--- src/rtl/bcd_scan_counter.sv ---
// bcd_scan_counter: multi-digit BCD up/down counter with a prescaled count
// tick and a free-running scan that presents one digit per slot to the
// 7-segment decoder, together with a one-hot position select.
module bcd_scan_counter #(
    parameter int NUM_DIGITS = 4,
    parameter int TICK_DIV   = 50000,
    parameter int SCAN_DIV   = 1000
) (
    input  logic                    clk,
    input  logic                    rst_n,
    input  logic                    en,
    input  logic                    up,
    input  logic                    clear,
    input  logic                    load,
    input  logic [4*NUM_DIGITS-1:0] load_value,
    output logic [3:0]              number,
    output logic [NUM_DIGITS-1:0]   digit_sel,
    output logic [4*NUM_DIGITS-1:0] count_value,
    output logic                    carry_pulse
);

    localparam int CW = 4 * NUM_DIGITS;
    localparam int TW = $clog2(TICK_DIV);
    localparam int SW = $clog2(SCAN_DIV);
    localparam int IW = (NUM_DIGITS > 1) ? $clog2(NUM_DIGITS) : 1;

    logic [TW-1:0]         r_tick_cnt;
    logic [SW-1:0]         r_scan_cnt;
    logic [IW-1:0]         r_scan_idx;
    logic [CW-1:0]         r_count;
    logic                  r_carry;
    logic [3:0]            r_number;
    logic [NUM_DIGITS-1:0] r_digit_sel;

    logic                  w_tick;
    logic [CW-1:0]         w_load_sat;
    logic [CW-1:0]         w_step_val;
    logic                  w_chain;
    logic                  w_wrap;
    logic [CW-1:0]         w_count_next;
    logic                  w_scan_wrap;
    logic [IW-1:0]         w_idx_next;
    logic [3:0]            w_number_next;
    logic [NUM_DIGITS-1:0] w_sel_next;

    // Count tick fires on the last prescaler state while enabled
    always_comb begin
        w_tick = en && (r_tick_cnt == TW'(TICK_DIV - 1));
    end

    // Saturate out-of-range load nibbles to 9
    always_comb begin
        w_load_sat = '0;
        for (int unsigned i = 0; i < NUM_DIGITS; i++) begin
            w_load_sat[i*4 +: 4] = (load_value[i*4 +: 4] > 4'd9) ? 4'd9 : load_value[i*4 +: 4];
        end
    end

    // Ripple BCD increment/decrement; a carry out of the top digit is a wrap
    always_comb begin
        w_step_val = r_count;
        w_chain    = 1'b1;
        for (int unsigned i = 0; i < NUM_DIGITS; i++) begin
            if (w_chain) begin
                if (up) begin
                    if (r_count[i*4 +: 4] == 4'd9) begin
                        w_step_val[i*4 +: 4] = 4'd0;
                    end else begin
                        w_step_val[i*4 +: 4] = r_count[i*4 +: 4] + 4'd1;
                        w_chain = 1'b0;
                    end
                end else begin
                    if (r_count[i*4 +: 4] == 4'd0) begin
                        w_step_val[i*4 +: 4] = 4'd9;
                    end else begin
                        w_step_val[i*4 +: 4] = r_count[i*4 +: 4] - 4'd1;
                        w_chain = 1'b0;
                    end
                end
            end
        end
        w_wrap = w_chain;
    end

    // Next count with priority clear > load > tick step
    always_comb begin
        w_count_next = r_count;
        if (clear) begin
            w_count_next = '0;
        end else if (load) begin
            w_count_next = w_load_sat;
        end else if (w_tick) begin
            w_count_next = w_step_val;
        end
    end

    // Next scan position and the digit shown there, taken from the next
    // count so number tracks count_value on the same edge
    always_comb begin
        w_scan_wrap   = (r_scan_cnt == SW'(SCAN_DIV - 1));
        w_idx_next    = r_scan_idx;
        w_sel_next    = '0;
        w_number_next = '0;
        if (w_scan_wrap) begin
            w_idx_next = (r_scan_idx == IW'(NUM_DIGITS - 1)) ? '0 : r_scan_idx + IW'(1);
        end
        for (int unsigned i = 0; i < NUM_DIGITS; i++) begin
            if (w_idx_next == IW'(i)) begin
                w_sel_next[i] = 1'b1;
                w_number_next = w_count_next[i*4 +: 4];
            end
        end
    end

    // Tick prescaler: advances only while enabled, restarted by clear/load
    always_ff @(posedge clk or negedge rst_n) begin
        if (!rst_n) begin
            r_tick_cnt <= '0;
        end else if (clear || load) begin
            r_tick_cnt <= '0;
        end else if (en) begin
            r_tick_cnt <= w_tick ? '0 : r_tick_cnt + TW'(1);
        end
    end

    // Count register and one-cycle wrap pulse
    always_ff @(posedge clk or negedge rst_n) begin
        if (!rst_n) begin
            r_count <= '0;
            r_carry <= 1'b0;
        end else begin
            r_count <= w_count_next;
            r_carry <= !clear && !load && w_tick && w_wrap;
        end
    end

    // Free-running scan prescaler, index and registered display outputs
    always_ff @(posedge clk or negedge rst_n) begin
        if (!rst_n) begin
            r_scan_cnt  <= '0;
            r_scan_idx  <= '0;
            r_digit_sel <= NUM_DIGITS'(1);
            r_number    <= '0;
        end else begin
            r_scan_cnt  <= w_scan_wrap ? '0 : r_scan_cnt + SW'(1);
            r_scan_idx  <= w_idx_next;
            r_digit_sel <= w_sel_next;
            r_number    <= w_number_next;
        end
    end

    assign count_value = r_count;
    assign carry_pulse = r_carry;
    assign number      = r_number;
    assign digit_sel   = r_digit_sel;

endmodule

--- config.mk ---
export PLATFORM = sky130hd
export DESIGN_NAME = bcd_scan_counter
export DESIGN_NICKNAME = d
export VERILOG_FILES = /design/src/rtl/bcd_scan_counter.sv
export SDC_FILE = /design/constraint.sdc
export NUM_CORES = 1
export LEC_CHECK = 0
export CAP_MARGIN = 20
export CORE_MARGIN = 8
export CORE_UTILIZATION = 38
export DETAILED_ROUTE_END_ITERATION = 12
export HOLD_SLACK_MARGIN = 0.08
export MAX_ROUTING_LAYER = met4
export PLACE_DENSITY = 0.63
export SYNTH_ARGS = -nofsm -noshare
export SYNTH_HDL_FRONTEND = slang
export SYNTH_SLANG_ARGS = --single-unit
--- constraint.sdc ---
create_clock -name clk -period 7.91 [get_ports clk]
set_clock_uncertainty 0.1 [all_clocks]
set_input_delay 0.791 -clock clk [delete_from_list [all_inputs] [get_ports clk]]
set_output_delay 0.791 -clock clk [all_outputs]
set_load 0.01 [all_outputs]
==> impl_results.md <==
* Max Slew Vio Count at 0
* Area contributors post-synth: dfrtp_1 (37%), o21ai_0 (5.8%), ha_1 (5.3%)
* Post-CTS Setup Inserts at 0
* Boundary Pins at 47
* DR WL/cell at 16.7 um
* Die Area at between 10000 and 15000 um2
* Post-Syn Area at 3560 um2
* Clk pwr share at 0.300
* Area Growth Syn to Fin at 18.3%
* Hold_buf cts at 0
* First-pass GRT wire length at 15800 um
* Final period util at 0.451
* Crit path capture type: flip-flop
* Filler Cell Count at between 800 and 900
* Htree depth at 2
* Vias at about 3300
* Vias in the first global route at 3095
* Sequential cell area at 1330 um2
* Area leader, netlist: dfrtp_1
* Initial antenna violation count at 0
* Sequential share of power at 0.522
* Main synth FF type: dfrtp_1
* Critical-path maximum fanout at 43
* Initial DRC count at 220
* Synth async-reset ratio at 1.00
* Routed Antenna Nets at 0
* Antenna diodes at 0
* Worst reg2reg path depth at 8
* Clock slew at reported path FFs at around 0.11 ns
* Switching share of total power at 0.303
* Synth Warn # at 0
* Max cap viols at 0
* Total GRT Usage at 0.153
* Core Util, Final at 0.460
* Gpl congestion at 0.975
* Fin nets at 492
* P_sw at 0.168 mW
* Crit path DAT at 3.69 ns
* Number of synthesized register bits at 53
* WHS at just under 0.4 ns
* Core ar. at slightly above 9000 um2
* CTS tree: built
* Clock sinks at 53
* CP required at 8.03 ns
* FP Rows at 35
* Register area share after synthesis at 0.373
* TritonCTS buffer count at 5
* Final setup vio count at 0
* Die outline height at 113 um
* Share of cells above drive strength 1 at 0.0526
* Largest net degree at the start of global routing at 54
* Internal at 0.386 mW
* Detailed placement HPWL at 7020 um
* Hold Crit Class: flip-flop to flip-flop
* Hold Fails Final Rpt at 0
* Critical Path Start Type: input pin
* DRC violations left at 0
* Final worst slack at 4.34 ns
* Highest Clock Rate at 280 MHz
* Total power at 0.554 mW
* Initial core utilization at 0.389
* Die width at 113 um
* Fin crit period at about 3.6 ns
* DRT Pass-1 Iters at 5
* GRT overflow at 0
* Pwr Density at 132 nW/um2
* Post-synth EDFFs at 0
* Outcome: finished clean
* Slew of the pin with the lowest slew margin at 1.06 ns
* Vias per cell at 5.82
* Port bufs at 46
* Synth Net Count at roughly 450
* Synth cell types at approximately 60
* Slew headroom at 0.288
* Worst hold stages at 1
* Mapped Cells at 415
* Fin Setup TNS at 0 ns
* Syn avg cell area at 8.58 um2
* Clock Path Buffers at 2
* Clock latency on the worst-skew pair at 0.31 ns
* Leak at 1.73 nW
* Worst slack, placed at 4.07 ns
* Root Driver: clkbuf_8
* Final WL at 9460 um
* Share of power burned in combinational logic at 0.178
* Post-cts gate resize count at 0
* Unrepaired setup endpoints after global routing: false
* Multi-input gate area at approximately 2100 um2
* Maximum vdd drop at approximately 0.000081 V
* Critical path type: input pin to flip-flop
* Yosys top cell area share at 0.366
## logic make-up after synthesis
logic type / synth area share
and+or+nand+nor: 0.251
AOI/OAI and AO/OA: 0.220
DFF: 0.373
buffers and inverters: 0.0432
xor gates and xnor gates: 0.0394
adders and majority gates: 0.0527
muxes: 0.0200
## state kept, by name (all words and copies together), names as in the netlist
register	flops
r_tick_cnt	16
count_value	16
r_scan_idx	2
r_scan_cnt	10
number	4
carry_pulse	1
digit_sel	4
## synth_stat cells, types with 7 or more instances
cell / n
o21a_1: 7
xor2_1: 7
nand2_1: 29
inv_1: 25
nand2b_1: 8
a21oi_1: 16
o211ai_1: 7
clkbuf_1: 15
dfrtp_1: 52
ha_1: 15
xnor2_1: 9
nor3_1: 13
nor2_1: 40
o21ai_0: 41
a31oi_1: 7
and3_1: 14
nand3_1: 20
## per-stage QoR
step / cell area (um2) / cells
after floorplan: 3560 / 415
after global placement: 4120 / 559
after detailed placement: 4120 / 559
after CTS: 4210 / 567
after global routing: 4210 / 567
final: 4210 / 567
## worst paths after layout
path                                        to           start  slack (ns)
worst min-delay path             r_scan_cnt[0]   r_scan_cnt[0]        0.39
worst max register to register       number[0]  count_value[1]        4.62
max in group asynchronous       r_tick_cnt[10]           rst_n        6.74
worst min register to register   r_scan_cnt[0]   r_scan_cnt[0]        0.39
min in group asynchronous       count_value[0]           rst_n        0.49
worst max-delay path                 number[0]              up        4.34
## cell type report
cell class                 count  area share
clock buffer                   5      0.0163
clock inverter                 3     0.00624
inverter                      25      0.0223
multi-input combinational    321       0.493
sequential                    53       0.315
tap                          111      0.0330
timing repair buffer          49       0.113
## cells in the final DEF, fill, tap and decap left out, types with 3 or more instances in the layout
| cell | n |
|---|---|
| buf_4 | 3 |
| nand2b_1 | 8 |
| nand3_1 | 20 |
| nand4_1 | 5 |
| nor3b_1 | 4 |
| dfrtp_1 | 52 |
| nand3b_1 | 3 |
| clkbuf_8 | 5 |
| nor3_1 | 13 |
| xor2_1 | 7 |
| o211ai_1 | 7 |
| o21ai_0 | 41 |
| and4_1 | 4 |
| and3_1 | 14 |
| nor2b_1 | 4 |
| o31ai_1 | 6 |
| a21oi_1 | 16 |
| a31oi_1 | 7 |
| ha_1 | 15 |
| inv_1 | 25 |
| o21a_1 | 7 |
| nand4b_1 | 3 |
| mux2i_1 | 6 |
| nor2_1 | 40 |
| and2_1 | 3 |
| xnor2_1 | 9 |
| nand2_1 | 29 |
| or3b_2 | 3 |
| clkdlybuf4s50_1 | 45 |
| a311oi_1 | 5 |
## worst max-delay path, cell delays in order
cell and delay [ns]:
clkdlybuf4s50_1 0.39, buf_4 0.26, or3b_2 0.53, a2111o_1 0.56, nor4_4 0.51, mux2i_1 0.32, o211ai_1 0.11, a22oi_1 0.21
## power by group through the flow
stage	Sequential [mW]	Clock [mW]	Combinational [mW]
4_1_cts	0.289	0.169	0.0986
5_1_grt	0.291	0.181	0.109
6_report	0.289	0.166	0.0987
2_1_floorplan	0.292	0	0.0538
3_3_place_gp	0.294	0	0.0978
3_5_place_dp	0.294	0	0.0978
## metal layers
metal	up-vias	GRT usage	share of wire	routed length [um]
met2	111	0.227	0.44	4120
met1	1591	0.213	0.50	4730
met5	-	-	0	0
met3	6	0.0314	0.060	564
met4	0	0.0234	0.0049	46
li1	1593	-	-	-
No activity file was read; power rests on OpenSTA's default activity.
==> edit: new RTL, same flow settings <==
Add an input register stage for `en`, `up`, `clear`, `load` and `load_value`; this delays them by one clock.
--- a/src/rtl/bcd_scan_counter.sv
+++ b/src/rtl/bcd_scan_counter.sv
@@ -25,4 +25,18 @@
     localparam int IW = (NUM_DIGITS > 1) ? $clog2(NUM_DIGITS) : 1;
 
+    logic en_q;
+    logic up_q;
+    logic clear_q;
+    logic load_q;
+    logic [4*NUM_DIGITS-1:0] load_value_q;
+
+    always_ff @(posedge clk) begin
+        en_q         <= en;
+        up_q         <= up;
+        clear_q      <= clear;
+        load_q       <= load;
+        load_value_q <= load_value;
+    end
+
     logic [TW-1:0]         r_tick_cnt;
     logic [SW-1:0]         r_scan_cnt;
@@ -46,5 +60,5 @@
     // Count tick fires on the last prescaler state while enabled
     always_comb begin
-        w_tick = en && (r_tick_cnt == TW'(TICK_DIV - 1));
+        w_tick = en_q && (r_tick_cnt == TW'(TICK_DIV - 1));
     end
 
@@ -53,5 +67,5 @@
         w_load_sat = '0;
         for (int unsigned i = 0; i < NUM_DIGITS; i++) begin
-            w_load_sat[i*4 +: 4] = (load_value[i*4 +: 4] > 4'd9) ? 4'd9 : load_value[i*4 +: 4];
+            w_load_sat[i*4 +: 4] = (load_value_q[i*4 +: 4] > 4'd9) ? 4'd9 : load_value_q[i*4 +: 4];
         end
     end
@@ -63,5 +77,5 @@
         for (int unsigned i = 0; i < NUM_DIGITS; i++) begin
             if (w_chain) begin
-                if (up) begin
+                if (up_q) begin
                     if (r_count[i*4 +: 4] == 4'd9) begin
                         w_step_val[i*4 +: 4] = 4'd0;
@@ -86,7 +100,7 @@
     always_comb begin
         w_count_next = r_count;
-        if (clear) begin
+        if (clear_q) begin
             w_count_next = '0;
-        end else if (load) begin
+        end else if (load_q) begin
             w_count_next = w_load_sat;
         end else if (w_tick) begin
@@ -117,7 +131,7 @@
         if (!rst_n) begin
             r_tick_cnt <= '0;
-        end else if (clear || load) begin
+        end else if (clear_q || load_q) begin
             r_tick_cnt <= '0;
-        end else if (en) begin
+        end else if (en_q) begin
             r_tick_cnt <= w_tick ? '0 : r_tick_cnt + TW'(1);
         end
@@ -131,5 +145,5 @@
         end else begin
             r_count <= w_count_next;
-            r_carry <= !clear && !load && w_tick && w_wrap;
+            r_carry <= !clear_q && !load_q && w_tick && w_wrap;
         end
     end
Behaviour: not the same (a bounded check fails within 4 cycles, from zero or initial values and one cycle with rst_n low).
==> edit against the unedited design <==
  * Clock power up 80%
  * Power up 44%
  * Synthesized cell count up 5.1%
  * Area after synthesis up 13%
  * Sequential cell count up 20
  * Routed wire length up 4.4%
  * Via count up 4.1%
  * Setup slack better by 420 ps
  * Final area up 14%
  * Critical path type is now reg -> reg
==> edit: results (changes against the unedited design) <==
status=finished, final reports clean; top post-synthesis cells by area=dfrtp_1 32%, dfxtp_1 10%, ha_1 4.7%; initial DRC count=252 (+15%); worst r2r dst=number[3]; synthesized area per cell=9.21 um2 (+7.4%); first-pass GRT wire length=16.7 mm (+5.7%); CTS buffer count=9 (+4); GPL Wtd Cong=0.860 (-12%); share of post-route cells with drive strength above 1=7.25% (+2.0 points); Post-Synth Adder-Cell Area=4.67% (-0.60 points); r2r worst-path depth=7 (-1); placed cell count=602 (+7.7%); post-synthesis mux area share=2.09% (+0.084 points); Distinct cells, synth=74 (+21%); Clk pwr share=37.4% (+7.4 points); vias in the first global route=3339 (+7.9%); post-route setup slack=4760 ps (+420 ps); worst-path fanout max=24 (-44%); Crit-path slowest cell=a221oi_1; sw power=0.204 mW (+21%); Synth top cells by count=52 x dfrtp_1, 34 x nand2_1, 31 x nor2_1, 28 x o21ai_0, 27 x inv_1; Critical Path Source Type=flip-flop; first drt pass iteration count=6 (+1); worst skew pair latency=350 ps (+40 ps); Synth Area in Compound Gates=19.7% (-2.4 points); Worst-Margin Slew=794 ps (-266 ps); async set-reset flop share out of synthesis=72.6% (-27 points); Sequential Power Share=50.4% (-1.8 points); post-place setup slack=4640 ps (+577 ps); DRT Wirelength=9.87 mm (+4.4%)
==> edit: cell count changes after synthesis, moves of 6 or more <==
cell | unedited run | this run
dfxtp_1 | 0 | 20
o21ai_0 | 41 | 28
and3_1 | 14 | 4
nor2_1 | 40 | 31
a21oi_1 | 16 | 24
a211oi_1 | 2 | 9
nand2b_1 | 8 | 2
o21a_1 | 7 | 1
==> edit: cell type report <==
class | count | area, um2 | area share (%)
Clock buffer | 13 | 159 | 3.32
Clock inverter | 3 | 40.0 | 0.837
Inverter | 27 | 101 | 2.12
Multi-Input combinational cell | 317 | 2100 | 43.9
Sequential cell | 73 | 1730 | 36.1
Tap cell | 136 | 170 | 3.56
Timing Repair Buffer | 50 | 485 | 10.1
==> edit: metal layers <==
metal / GRT usage (%) / up-vias / share of wire, %
met3: 2.24 / 10 / 3.4
met5: - / - / 0
li1: - / 1685 / -
met4: 6.25 / 0 / 1.5
met1: 19.3 / 1663 / 49
met2: 22.9 / 78 / 46
